**src/rtl/fpadd_rr_arbiter.sv**
```systemverilog
// Two requesters share one combinational FP16 adder. Grants are round-robin or
// fixed-priority; the adder sits between an operand stage and per-requester result registers.

module FPADD (
  input  logic [15:0] opA_i,
  input  logic [15:0] opB_i,
  output logic [15:0] ADD_o
);
  logic        swap;
  logic [15:0] a, b;
  logic [4:0]  ea, eb, d;
  logic [13:0] ma, mb, mb_sh;
  logic [14:0] s;
  logic [5:0]  e;

  // Truncating adder: align with three guard bits, add or subtract magnitudes, renormalise.
  always_comb begin
    swap  = opB_i[14:0] > opA_i[14:0];
    a     = swap ? opB_i : opA_i;
    b     = swap ? opA_i : opB_i;
    ea    = (a[14:10] == 5'd0) ? 5'd1 : a[14:10];
    eb    = (b[14:10] == 5'd0) ? 5'd1 : b[14:10];
    ma    = {(a[14:10] != 5'd0), a[9:0], 3'b000};
    mb    = {(b[14:10] != 5'd0), b[9:0], 3'b000};
    d     = ea - eb;
    mb_sh = (d > 5'd13) ? 14'd0 : (mb >> d);
    s     = (a[15] == b[15]) ? ({1'b0, ma} + {1'b0, mb_sh}) : ({1'b0, ma} - {1'b0, mb_sh});
    e     = {1'b0, ea};
    if (s[14]) begin
      s = s >> 1;
      e = e + 6'd1;
    end
    for (int i = 0; i < 13; i++) begin
      if (!s[13] && (e > 6'd1)) begin
        s = s << 1;
        e = e - 6'd1;
      end
    end
    if (!s[13]) e = 6'd0;
    if (a[14:10] == 5'h1f)  ADD_o = a;
    else if (e >= 6'd31)    ADD_o = {a[15], 5'h1f, 10'h000};
    else if (s == 15'd0)    ADD_o = 16'h0000;
    else                    ADD_o = {a[15], e[4:0], s[12:3]};
  end
endmodule

module fpadd_rr_lane (
  input  logic        clk_i,
  input  logic        rst_i,
  input  logic        gnt,
  input  logic        cap,
  input  logic [15:0] sum,
  input  logic        rsp_ready,
  output logic        idle,
  output logic        rsp_valid,
  output logic [15:0] rsp_data
);
  typedef enum logic [1:0] {IDLE, INFLIGHT, RESULT} st_t;
  st_t st, st_nx;

  always_ff @(posedge clk_i) begin
    if (rst_i) st <= IDLE;
    else       st <= st_nx;
  end

  always_comb begin
    st_nx = st;
    case (st)
      IDLE:     if (gnt) st_nx = INFLIGHT;
      INFLIGHT: st_nx = RESULT;
      RESULT:   if (rsp_ready) st_nx = IDLE;
      default:  st_nx = IDLE;
    endcase
  end

  always_ff @(posedge clk_i) begin
    if (rst_i)    rsp_data <= 16'h0000;
    else if (cap) rsp_data <= sum;
  end

  assign idle      = (st == IDLE);
  assign rsp_valid = (st == RESULT);
endmodule

module fpadd_rr_arbiter #(
  parameter int PRIO_FIXED = 0,
  parameter int CNT_W      = 16
) (
  input  logic             clk_i,
  input  logic             rst_i,
  input  logic             req0_valid_i,
  output logic             req0_ready_o,
  input  logic [15:0]      req0_opA_i,
  input  logic [15:0]      req0_opB_i,
  input  logic             req1_valid_i,
  output logic             req1_ready_o,
  input  logic [15:0]      req1_opA_i,
  input  logic [15:0]      req1_opB_i,
  output logic             rsp0_valid_o,
  output logic [15:0]      rsp0_data_o,
  input  logic             rsp0_ready_i,
  output logic             rsp1_valid_o,
  output logic [15:0]      rsp1_data_o,
  input  logic             rsp1_ready_i,
  output logic [CNT_W-1:0] op_cnt_o
);
  logic [1:0]       vld, idle, elig, gnt, rsp_v, rsp_rdy, rsp_hs;
  logic [1:0][15:0] opa, opb, rdata;
  logic             win, last, stage_v, owner_q;
  logic [15:0]      opa_q, opb_q, add_sum;
  logic [CNT_W-1:0] cnt_q;

  assign vld     = {req1_valid_i, req0_valid_i};
  assign opa     = {req1_opA_i, req0_opA_i};
  assign opb     = {req1_opB_i, req0_opB_i};
  assign rsp_rdy = {rsp1_ready_i, rsp0_ready_i};
  assign elig    = vld & idle & {2{~rst_i}};
  assign rsp_hs  = rsp_v & rsp_rdy;

  // On a tie the requester not served last wins, unless priority is fixed to 0.
  always_comb begin
    win = 1'b0;
    if (elig == 2'b11) win = (PRIO_FIXED != 0) ? 1'b0 : ~last;
    else               win = elig[1] & ~elig[0];
  end

  assign gnt = {elig[1] & win, elig[0] & ~win};

  always_ff @(posedge clk_i) begin
    if (rst_i) begin
      last    <= 1'b1;
      stage_v <= 1'b0;
      owner_q <= 1'b0;
      opa_q   <= 16'h0000;
      opb_q   <= 16'h0000;
      cnt_q   <= '0;
    end else begin
      stage_v <= |gnt;
      if (|gnt) begin
        last    <= win;
        owner_q <= win;
        opa_q   <= opa[win];
        opb_q   <= opb[win];
      end
      cnt_q <= cnt_q + CNT_W'(rsp_hs[0]) + CNT_W'(rsp_hs[1]);
    end
  end

  FPADD u_add (.opA_i(opa_q), .opB_i(opb_q), .ADD_o(add_sum));

  for (genvar r = 0; r < 2; r++) begin : g_lane
    fpadd_rr_lane u_lane (
      .clk_i     (clk_i),
      .rst_i     (rst_i),
      .gnt       (gnt[r]),
      .cap       (stage_v && (owner_q == 1'(r))),
      .sum       (add_sum),
      .rsp_ready (rsp_rdy[r]),
      .idle      (idle[r]),
      .rsp_valid (rsp_v[r]),
      .rsp_data  (rdata[r])
    );
  end

  assign req0_ready_o = gnt[0];
  assign req1_ready_o = gnt[1];
  assign rsp0_valid_o = rsp_v[0];
  assign rsp1_valid_o = rsp_v[1];
  assign rsp0_data_o  = rdata[0];
  assign rsp1_data_o  = rdata[1];
  assign op_cnt_o     = cnt_q;
endmodule

```
**config.mk**
```make
export PLATFORM = sky130hd
export DESIGN_NAME = fpadd_rr_arbiter
export DESIGN_NICKNAME = d
export VERILOG_FILES = /design/src/rtl/fpadd_rr_arbiter.sv
export SDC_FILE = /design/constraint.sdc
export NUM_CORES = 1
export LEC_CHECK = 0
export ABC_AREA = 1
export BUFFER_PORTS_ARGS = -buffer_cell sky130_fd_sc_hd__buf_2
export CAP_MARGIN = 30
export CORE_MARGIN = 2
export CORE_UTILIZATION = 42
export CTS_CLUSTER_DIAMETER = 100
export DETAILED_ROUTE_END_ITERATION = 10
export PLACE_DENSITY_LB_ADDON = 0.08
export SYNTH_ARGS = -nofsm -noshare
export SYNTH_HDL_FRONTEND = slang
export SYNTH_SLANG_ARGS = --single-unit
export TNS_END_PERCENT = 10
```
**constraint.sdc**
```tcl
create_clock -name clk_i -period 22.2 [get_ports clk_i]
set_clock_uncertainty 0.1 [all_clocks]
set_input_delay 3.33 -clock clk_i [delete_from_list [all_inputs] [get_ports clk_i]]
set_output_delay 3.33 -clock clk_i [all_outputs]
set_load 0.005 [all_outputs]
```
==> results.sh, run 1 <==
export IMPL_synth_nets=2381
export IMPL_fin_crit_sh=0.904
export IMPL_cts_made_buffers=9
export IMPL_synthCells=2247
export IMPL_htreeDepth=3
export IMPL_slew_headroom=0.336
export IMPL_criticalPathCategory="register to register"
export IMPL_grt_pass1_vias=12600
export IMPL_layout_min_cycle_time_ns=20.06
export IMPL_rows=66
export IMPL_yosys_area_top_type="nand2_1"
export IMPL_hp_class="register to register"
export IMPL_synth_most_common_cell="nand2_1"
export IMPL_antenna_found_initial=0
export IMPL_io_buffers=121
export IMPL_synth_warnings=0
export IMPL_worst_pin_slew_ns=0.990
export IMPL_place_gp_congestion=0.893
export IMPL_ys_ff_latch=87
export IMPL_synthArstFlopShare=0
export IMPL_cpMostUsedCell="nand2_1"
export IMPL_num_vias=13700
export IMPL_synth_enable_flop_cells=0
export IMPL_clk_pin_slew_ns=0.08
export IMPL_grt_overflow=0
export IMPL_clock_sinks=87
export IMPL_synth_top_area_share=0.174
export IMPL_fmax_ghz=0.0498
export IMPL_drt_iter0_drc=682
export IMPL_yosys_cell_types_count=67
export IMPL_stdcell_count=2764
export IMPL_drv_cap=0
export IMPL_arrival_ns=20.21
export IMPL_cts_tree="yes"
export IMPL_min_path_cells=1
export IMPL_cts_root_buf="clkbuf_16"
export IMPL_setup_viol=0
export IMPL_crit_slowest_cell="fa_2"
export IMPL_seqCellArea_um2=1740
export IMPL_slew_viol_final=0
export IMPL_grt_pass1_wl_mm=60.9
export IMPL_antenna_left=0
export IMPL_syn_area_um2=13800
export IMPL_synthFlopType="dfxtp_1"
export IMPL_die_area_um2=34300
export IMPL_via_per_inst=4.97
export IMPL_drc=0
export IMPL_diodes=0
export IMPL_wirelength_mm=37.2
export IMPL_crit_path_start_kind="register"
export IMPL_grt_total_usage=0.214
export IMPL_r2r_slack_ns=2.14
export IMPL_synth_area_leaders="nand2_1, dfxtp_1, inv_1, nand3_1, nand2_4"
export IMPL_worst_r2r_path_depth=141
export IMPL_dp_cells=2732
export IMPL_insertion_delay_ns=0.34
export IMPL_fillers=3550
export IMPL_core_area_um2=32500
export IMPL_crit_path_end_kind="register"
export IMPL_synth_seq_area_share=0.126
export IMPL_area_growth_pct=7.22
export IMPL_finalHoldViolCount=0
export IMPL_wire_per_inst_um=13.4
export IMPL_worst_path_largest_cell_delay_ns=0.55
export IMPL_initial_core_util=0.425
export IMPL_crit_path_max_fanout=34
export IMPL_rsz0062_at_grt="false"
export IMPL_finish_instance_area_um2=14800
export IMPL_nets=2451
export IMPL_io_pins=122
export IMPL_grt_max_degree=74
export IMPL_critical_path_required_ns=22.34
export IMPL_synth_common_cells="nand2_1, inv_1, nand3_1, nor2_1, o21ai_0"
export IMPL_drive_gt1_frac=0.228
export IMPL_multi_input_area_um2=10300
export IMPL_placed_area_um2=14200
export IMPL_hpwlAfterDp_mm=30.4
export IMPL_die_h_um=185
export IMPL_drt_pass1_iterations=5
export IMPL_status="finished clean"
export IMPL_die_width_um=185
export IMPL_cts_buffer_depth=2
export IMPL_finalSetupTns_ns=0
export IMPL_syn_avg_cell_area_um2=6.13
## layout make-up
class	count	share of cell area
multi-input cells	1788	0.697
flip-flops and latches	87	0.118
inverters	294	0.0775
repair buffers	136	0.0486
well taps	442	0.0374
clock buffers	9	0.0152
clock inverters	7	0.00601
repair inverters	1	0.000339
## logic make-up after synthesis
| group | synth area share |
|---|---|
| simple gates | 0.500 |
| xor+xnor | 0.0242 |
| mux | 0.00436 |
| fa+ha+maj | 0.0598 |
| flops | 0.126 |
| buf+inv | 0.138 |
| compound gates | 0.146 |
## worst max-delay path: cells and delay by family, from the launching register on
family	cells	cell delay, ns
AND/OR/NAND/NOR	88	10.78
adder cells (fa/ha/maj)	17	4.54
AO/OA/AOI/OAI	14	2.35
buffers and inverters	22	1.80
flip-flops	1	0.37
## repair_timing
item,in CTS,in global routing
hold buffers,0,0
buffers inserted,0,10
setup endpoints to repair,0,32
endpoints found under the hold margin,0,0
gates resized for setup,0,19
## layer usage
metal / part of all wire / global-route usage
met1: 0.47 / 0.275
met2: 0.48 / 0.383
met3: 0.034 / 0.0279
met4: 0.016 / 0.0429
met5: 0 / 0
## final timing paths
kind | start | to
setup reg to reg | opa_q[14] | g_lane[1].u_lane.rsp_data[8]
hold reg to reg | op_cnt_o[15] | op_cnt_o[15]
hold / removal | op_cnt_o[15] | op_cnt_o[15]
setup / recovery | opa_q[14] | g_lane[1].u_lane.rsp_data[8]
## registers in the layout (all words and copies together), names as in the netlist
name                    cells
g_lane.u_lane.rsp_data     32
g_lane.u_lane.st            4
last                        1
op_cnt_o                   16
opa_q                      16
opb_q                      16
owner_q                     1
stage_v                     1
## stage by stage
step,hold slack (ns),util,setup slack (ns)
final,0.372,0.455,2.14
after global routing,0.401,0.455,0.0284
after CTS,0.373,0.448,0.528
after detailed placement,0.359,0.438,0.595
after global placement,0.341,0.438,1.23
after floorplan,0.349,-,4.74
## placed cells by master (no fill, tap or decap), types with 7 or more instances in the layout
cell type	n
inv_2	22
nand3_2	40
nand3_4	10
nor2_4	17
a31oi_1	42
nand3b_1	12
nor3_1	11
ha_1	60
nand2_8	9
clkbuf_16	9
nor2_1	172
buf_4	15
nand3_1	177
xor2_1	33
a21oi_2	10
a21oi_1	56
nand2_4	74
inv_1	261
nand2_2	117
nor2_2	22
o21ai_0	165
inv_6	7
dfxtp_1	87
nand4_1	27
o21ai_1	13
o21ai_2	20
buf_2	121
nand2_1	637
Power of run 1 is not shown: default switching activity piles up to over one toggle a cycle in this logic, so the estimate is an artifact.
==> run 2, diff against run 1 <==
--- a/config.mk
+++ b/config.mk
@@ -12,6 +12,7 @@
 export CORE_UTILIZATION = 42
 export CTS_CLUSTER_DIAMETER = 100
 export DETAILED_ROUTE_END_ITERATION = 10
+export GPL_TIMING_DRIVEN = 0
 export PLACE_DENSITY_LB_ADDON = 0.08
 export SYNTH_ARGS = -nofsm -noshare
 export SYNTH_HDL_FRONTEND = slang
==> constraint.sdc (replaced) <==
create_clock -name clk_i -period 22.9 [get_ports clk_i]
set_clock_uncertainty 0.1 [all_clocks]
set_input_delay 3.435 -clock clk_i [delete_from_list [all_inputs] [get_ports clk_i]]
set_output_delay 3.435 -clock clk_i [all_outputs]
set_load 0.005 [all_outputs]
==> results.sh, run 2 (synthesis gave the netlist of run 1 again) <==
export IMPL_die_area_um2=34300
export IMPL_grt_max_degree=16
export IMPL_slew_viol_final=0
export IMPL_fin_crit_sh=0.906
export IMPL_regMostFlops="g_lane.u_lane.rsp_data"
export IMPL_htreeDepth=3
export IMPL_cts_root_buf="clkbuf_16"
export IMPL_final_cell_mix="nand2_1, inv_1, nand3_1, nor2_1, o21ai_0"
export IMPL_hp_class="register to register"
export IMPL_hpwlAfterDp_mm=31.3
export IMPL_die_width_um=185
export IMPL_die_h_um=185
export IMPL_area_growth_pct=10.3
export IMPL_place_gp_congestion=0.882
export IMPL_finalHoldViolCount=0
export IMPL_num_vias=13900
export IMPL_cts_made_buffers=9
export IMPL_cts_resized_gates=0
export IMPL_worst_path_largest_cell_delay_ns=0.49
export IMPL_drt_iter0_drc=587
export IMPL_diodes=0
export IMPL_drc=0
export IMPL_crit_path_max_fanout=10
export IMPL_rows=66
export IMPL_crit_slowest_cell="dfxtp_1"
export IMPL_cts_buffer_depth=2
export IMPL_io_pins=122
export IMPL_crit_path_start_kind="register"
export IMPL_fillers=3491
export IMPL_cpMostUsedCell="nand2_4"
export IMPL_drive_gt1_frac=0.232
export IMPL_core_area_um2=32500
export IMPL_criticalPathCategory="register to register"
export IMPL_io_buffers=120
export IMPL_grt_total_usage=0.217
export IMPL_wire_per_inst_um=13.1
export IMPL_fmax_ghz=0.0482
export IMPL_via_per_inst=4.91
export IMPL_drv_cap=0
export IMPL_cts_setup_buffers=0
export IMPL_grt_overflow=0
export IMPL_arrival_ns=20.88
export IMPL_crit_path_end_kind="register"
export IMPL_rsz0062_at_grt="false"
export IMPL_hold_buffers=0
export IMPL_antenna_found_initial=1
export IMPL_largest_register_ffs=32
export IMPL_nets=2512
export IMPL_drt_pass1_iterations=5
export IMPL_wirelength_mm=37.0
export IMPL_status="finished clean"
export IMPL_grt_pass1_vias=12900
export IMPL_final_common_cell="nand2_1"
export IMPL_slew_headroom=0.408
export IMPL_finalSetupTns_ns=0
export IMPL_worst_pin_slew_ns=0.885
export IMPL_grt_pass1_wl_mm=61.7
export IMPL_insertion_delay_ns=0.34
export IMPL_antenna_left=0
export IMPL_critical_path_required_ns=23.04
export IMPL_clk_pin_slew_ns=0.07
export IMPL_layout_min_cycle_time_ns=20.74
export IMPL_setup_viol=0
export IMPL_cts_tree="yes"
export IMPL_clock_sinks=87
export IMPL_initial_core_util=0.425
-- run 2: worst paths after layout --
kind / from / to / slack [ns] / cells after the start
setup / recovery: opa_q[14] / g_lane[0].u_lane.rsp_data[7] / 2.16 / 149
hold / removal: op_cnt_o[15] / op_cnt_o[15] / 0.36 / 1
setup reg to reg: opa_q[14] / g_lane[0].u_lane.rsp_data[7] / 2.16 / 149
hold reg to reg: op_cnt_o[15] / op_cnt_o[15] / 0.36 / 1
-- run 2: worst max-delay path: cells and delay by family, from the launching register on --
kind,cells,cell delay (ns)
XOR/XNOR,1,0.47
buffers and inverters,30,3.47
AND/OR/NAND/NOR,88,9.43
adder cells (fa/ha/maj),17,4.28
AO/OA/AOI/OAI,13,2.27
flip-flops,1,0.49
-- run 2: per-stage QoR --
step           std cells  worst slack (ns)   util  hold WS, ns  cell area [µm²]
6_report            2824              2.16  0.468        0.363            15200
5_1_grt             2824             0.158  0.468        0.361            15200
4_1_cts             2824              2.07  0.468        0.357            15200
3_5_place_dp        2809              2.15  0.460        0.346            14900
3_3_place_gp        2809              2.29  0.460        0.338            14900
2_1_floorplan       2247              5.44      -        0.349            13800
-- run 2: cell type report --
cell class              instances  area (µm²)  area share
clock inverters                 6        46.3     0.00305
inverters                     294        1140      0.0751
plain buffers                  83         766      0.0504
well taps                     442         553      0.0364
clock buffers                   9         225      0.0148
multi-input cells            1783       10100       0.666
repair buffers                120         601      0.0395
flip-flops and latches         87        1740       0.115
-- run 2: metal layers --
| layer | wire length, µm | vias to the layer above | global-route usage |
|---|---|---|---|
| li1 | - | 7460 | - |
| met1 | 16900 | 6162 | 0.268 |
| met2 | 18000 | 196 | 0.393 |
| met3 | 1190 | 35 | 0.0263 |
| met4 | 854 | 2 | 0.0606 |
| met5 | 20 | - | 0 |
Power of run 2 is left out for the same reason.
